### config.mk
export PLATFORM = sky130hd
export DESIGN_NAME = spi_input_conditioner
export DESIGN_NICKNAME = d
export VERILOG_FILES = /design/src/rtl/spi_input_conditioner.sv
export SDC_FILE = /design/constraint.sdc
export NUM_CORES = 1
export LEC_CHECK = 0
export ABC_AREA = 1
export CORE_MARGIN = 2
export CORE_UTILIZATION = 41
export DETAILED_ROUTE_END_ITERATION = 10
export PLACE_DENSITY = 0.83
export SLEW_MARGIN = 20
export SYNTH_ARGS = -nofsm -noshare
export SYNTH_HDL_FRONTEND = slang
export SYNTH_SLANG_ARGS = --single-unit
export TNS_END_PERCENT = 10
### constraint.sdc
create_clock -name clk -period 0.95 [get_ports clk]
set_clock_uncertainty 0.1 [all_clocks]
set_input_delay 0.1425 -clock clk [delete_from_list [all_inputs] [get_ports clk]]
set_output_delay 0.1425 -clock clk [all_outputs]
set_load 0.1 [all_outputs]
### src/rtl/spi_input_conditioner.sv
//==============================================================================
// Module  : spi_input_conditioner
// Brief   : 2-flop sync + debounce filter with edge strobes for MOSI/SCLK/CS.
//           Optional glitch counter enabled by INPUTCONDITIONER_GLITCH_CNT_EN.
// Revision: 1.0 - initial release
//==============================================================================
`default_nettype none

module spi_input_conditioner #(
  parameter int                  CHANNELS  = 3,
  parameter int                  WAIT_TIME = 3,
  parameter logic [CHANNELS-1:0] RESET_VAL = 3'b100
) (
  input  logic                clk,
  input  logic                reset_n,
  input  logic [CHANNELS-1:0] noisysignal,
  output logic [CHANNELS-1:0] conditioned,
  output logic [CHANNELS-1:0] positiveedge,
  output logic [CHANNELS-1:0] negativeedge,
  input  logic                glitch_clr,
  output logic [7:0]          glitch_count
);

  localparam int             c_cnt_w    = $clog2(WAIT_TIME + 1);
  localparam logic [c_cnt_w-1:0] c_cnt_last = c_cnt_w'(WAIT_TIME - 1);

  logic [CHANNELS-1:0] r_sync1;
  logic [CHANNELS-1:0] r_sync2;

  always_ff @(posedge clk or negedge reset_n) begin
    if (!reset_n) begin
      r_sync1 <= RESET_VAL;
      r_sync2 <= RESET_VAL;
    end else begin
      r_sync1 <= noisysignal;
      r_sync2 <= r_sync1;
    end
  end

`ifdef INPUTCONDITIONER_GLITCH_CNT_EN
  logic [CHANNELS-1:0] w_glitch_ev;
`endif

  for (genvar gi = 0; gi < CHANNELS; gi++) begin : g_ch
    logic [c_cnt_w-1:0] r_cnt;
    logic               r_cond;
    logic               r_pos;
    logic               r_neg;

    // Any disagreement that does not persist for WAIT_TIME cycles is dropped.
    always_ff @(posedge clk or negedge reset_n) begin
      if (!reset_n) begin
        r_cnt  <= '0;
        r_cond <= RESET_VAL[gi];
        r_pos  <= 1'b0;
        r_neg  <= 1'b0;
      end else begin
        r_pos <= 1'b0;
        r_neg <= 1'b0;
        if (r_sync2[gi] == r_cond) begin
          r_cnt <= '0;
        end else if (r_cnt == c_cnt_last) begin
          r_cond <= r_sync2[gi];
          r_cnt  <= '0;
          r_pos  <= r_sync2[gi];
          r_neg  <= ~r_sync2[gi];
        end else begin
          r_cnt <= r_cnt + 1'b1;
        end
      end
    end

    assign conditioned[gi]  = r_cond;
    assign positiveedge[gi] = r_pos;
    assign negativeedge[gi] = r_neg;

`ifdef INPUTCONDITIONER_GLITCH_CNT_EN
    assign w_glitch_ev[gi] = (r_cnt != '0) && (r_sync2[gi] == r_cond);
`endif
  end

`ifdef INPUTCONDITIONER_GLITCH_CNT_EN
  logic [7:0] r_glitch_count;

  // Clear takes priority over a same-cycle increment.
  always_ff @(posedge clk or negedge reset_n) begin
    if (!reset_n) begin
      r_glitch_count <= 8'h00;
    end else if (glitch_clr) begin
      r_glitch_count <= 8'h00;
    end else if ((|w_glitch_ev) && (r_glitch_count != 8'hFF)) begin
      r_glitch_count <= r_glitch_count + 8'h01;
    end
  end

  assign glitch_count = r_glitch_count;
`else
  logic w_unused_glitch_clr;
  assign w_unused_glitch_clr = glitch_clr;
  assign glitch_count        = 8'h00;
`endif

endmodule

`default_nettype wire

==> impl_results.md <==
* DP Worst Slack at -0.0660 ns
* Final Cell Area at 1070 µm²
* Worst Path Arrival at 1.03 ns
* TritonCTS buffer count at 3
* R2r setup slk at -0.12 ns
* Status: finished, violations left
* Max-Cap Viols at 0
* CTS Hold Bufs at 0
* Worst r2r src: g_ch[2].r_cond$_DFFE_PN1P_
* Non-Filler Instances at 120
* Failing checks: negative setup slack
* Clock power share at 12.3%
* Nets at 100
* Yosys cell types at 10
* Core ar. at 1960 µm²
* Peak supply drop at 1.74 mV
* Clk buf depth at 2
* Worst-case reg-to-reg path depth at 4
* Yosys reg bits at 21
* Gr ovfl total at 0
* Pleak at 0.518 nW
* Sequential element share of the synthesized area at 61.8%
* Commonest non-fill, non-tap cells in the layout: dfrtp_1 (16), inv_1 (11), nand2_1 (11)
* Total track usage at 10.5%
* Crit path buffers/inverters at 1
* Share of layout cells above drive strength 1 at 30.1%
* Dpl cells at 115
* 1st-iter DRT viols at 8
* DR WL/cell at 8.90 µm
* Initial Utilization at 43.6%
* Area Growth Syn to Fin at 25.1%
* Chip width at 49.7 µm
* Startpoint Class: flip-flop
* Worst path depth at 1
* Worst Setup SP: g_ch[2].r_cond$_DFFE_PN1P_
* WP data required at 0.71 ns
* Die H at 49.7 µm
* Synth warnings at 0
* Seq pwr share at 39.4%
* Sw Ratio at 45.3%
* Clk Latency, worst-skew pair at 0.29 ns
* Core Rows at 16
* Combinational share of power at 48.3%
* DR pass1 iterations at 4
* HPWL Detailed at 837 µm
* Antenna violations before repair at 0
* Die area at 2470 µm²
* Final setup margin at -0.319 ns
* CP Max Fanout at 2
* CTS Root Cell: clkbuf_4
* DP Area at 1030 µm²
* CTS Sinks at 21
* Worst hold margin at 0.0770 ns
* DRC errors left at 0
* RSZ-0062 raised after global routing: true
* Max stage delay on crit path at 0.57 ns
* GP Congestion at 0.737
* Crit path kind: flip-flop to primary output
* Pwr Density at 3020 nW/µm²
* Hold Path Class: primary input to asynchronous set/reset pin
* Cells after Synth at 84
* CTS H-tree depth at 1
* Setup tns final at -2.13 ns
* Pint at 1.77 mW
* CP max-delay cell: dfstp_2
* ANT cells at 0
* Min Tclk post-route at 1.27 ns
* Tcrit/Tclk final at 134%
* Number of global-route vias before repair at 475
* CP Cell Sequence: buf_12
* Final setup violation count at 14
* CTS tree: done
* Ports at 23
* Clock Pin Slew Worst Setup and Hold Paths at 0.10 ns
* CP top delay family: flip-flops
* Highest clock rate at 788 MHz
* Via count at 494
* Slew Viols, Final at 0
* NetSw at 1.46 mW
* Critical Path Sink: conditioned[2]
* Port bufs at 13
* Synthesized cell area at 856 µm²
* Fin. Hold Viols at 0
* Worst setup EP type: primary output
* Pin count of the biggest net entering global routing at 22
* Vias/cell at 4.12
* Global-route wire length before repair at 1880 µm
* Post-Syn Area per Cell at 10.2 µm²
* Most common cell after layout, fill and taps aside: dfrtp_1
* Remaining antenna violation count at 0
* Final wirelength at 1070 µm
* R2r endpoint: g_ch[2].r_cnt[0]$_DFF_PN0_
[what timing repair did]
item                                    4_1_cts  5_1_grt
buffers inserted                              1        0
endpoints found under the setup margin       12       16
gates cloned                                  0        0
pin swaps                                     0        1
resized for setup                             3        2
[state kept, by name, summed over array words and instances, names as in the netlist]
signal       flops
g_ch.r_pos       3
g_ch.r_neg       3
g_ch.r_cond      3
r_sync2          3
r_sync1          3
g_ch.r_cnt       6
[layer usage]
layer / share of wire [%] / routed length (µm) / GRT usage (%)
met1: 39 / 414 / 10.3
met4: 0 / 0 / 4.63
met2: 54 / 578 / 18.0
met3: 7.1 / 76 / 5.76
met5: 0 / 0 / 0
[synthesized netlist by cell type (all sizes together)]
cell	number	area, µm²
a21oi	6	30.0
dfstp	3	78.8
dfrtp	18	450
nand2	18	82.6
buf	17	128
inv	12	45.0
nor2	6	22.5
conb	1	3.75
o21ai	3	15.0
[cell families (layout without fill, tap and decap cells)]
family	count (synthesis)	count (layout)	synth area share (%)
buf+inv	29	31	20.2
simple gates	24	24	12.3
flops	21	21	61.8
compound gates	9	9	5.26
other cells	1	8	0.438
[worst min-delay path by stage]
stage,startpoint,endpoint,slack [ns],depth (start not counted)
after floorplan,reset_n,g_ch[0].r_cnt[0]$_DFF_PN0_,-0.25,0
after global placement,r_sync1[0]$_DFF_PN0_,r_sync2[0]$_DFF_PN0_,0.23,0
after detailed placement,r_sync1[0]$_DFF_PN0_,r_sync2[0]$_DFF_PN0_,0.23,0
after CTS,reset_n,r_sync1[0]$_DFF_PN0_,0.06,2
after global routing,reset_n,g_ch[1].r_neg$_DFF_PN0_,0.09,2
final,reset_n,g_ch[1].r_neg$_DFF_PN0_,0.08,2
[cell type report]
cell class	instances	area (µm²)
timing repair buffer	15	248
clock buffer	4	26.3
inverter	12	45.0
sequential	21	532
tap	27	33.8
multi-input combinational	41	186
fill	176	891
[worst reg2reg max path: cells and delay by family, from the launching register on]
family / cells / cell delay, ns
AOI/OAI and AO/OA: 1 / 0.06
buffers and inverters: 2 / 0.17
DFF: 1 / 0.57
and+or+nand+nor: 1 / 0.07
[power by group through the flow]
| stage | Clock, mW | Sequential [mW] | Combinational (mW) |
|---|---|---|---|
| 2_1_floorplan | 0 | 1.23 | 1.25 |
| 3_3_place_gp | 0 | 1.28 | 1.46 |
| 3_5_place_dp | 0 | 1.30 | 1.50 |
| 4_1_cts | 0.422 | 1.27 | 1.55 |
| 5_1_grt | 0.451 | 1.30 | 1.66 |
| 6_report | 0.397 | 1.28 | 1.56 |
[through the flow]
step                power, mW  utilization [%]
global route             3.41             54.6
finish                   3.23             54.6
CTS                      3.25             54.4
floorplan                2.49                -
global placement         2.74             52.4
detailed placement       2.79             52.4
(Power assumes the default switching activity.)
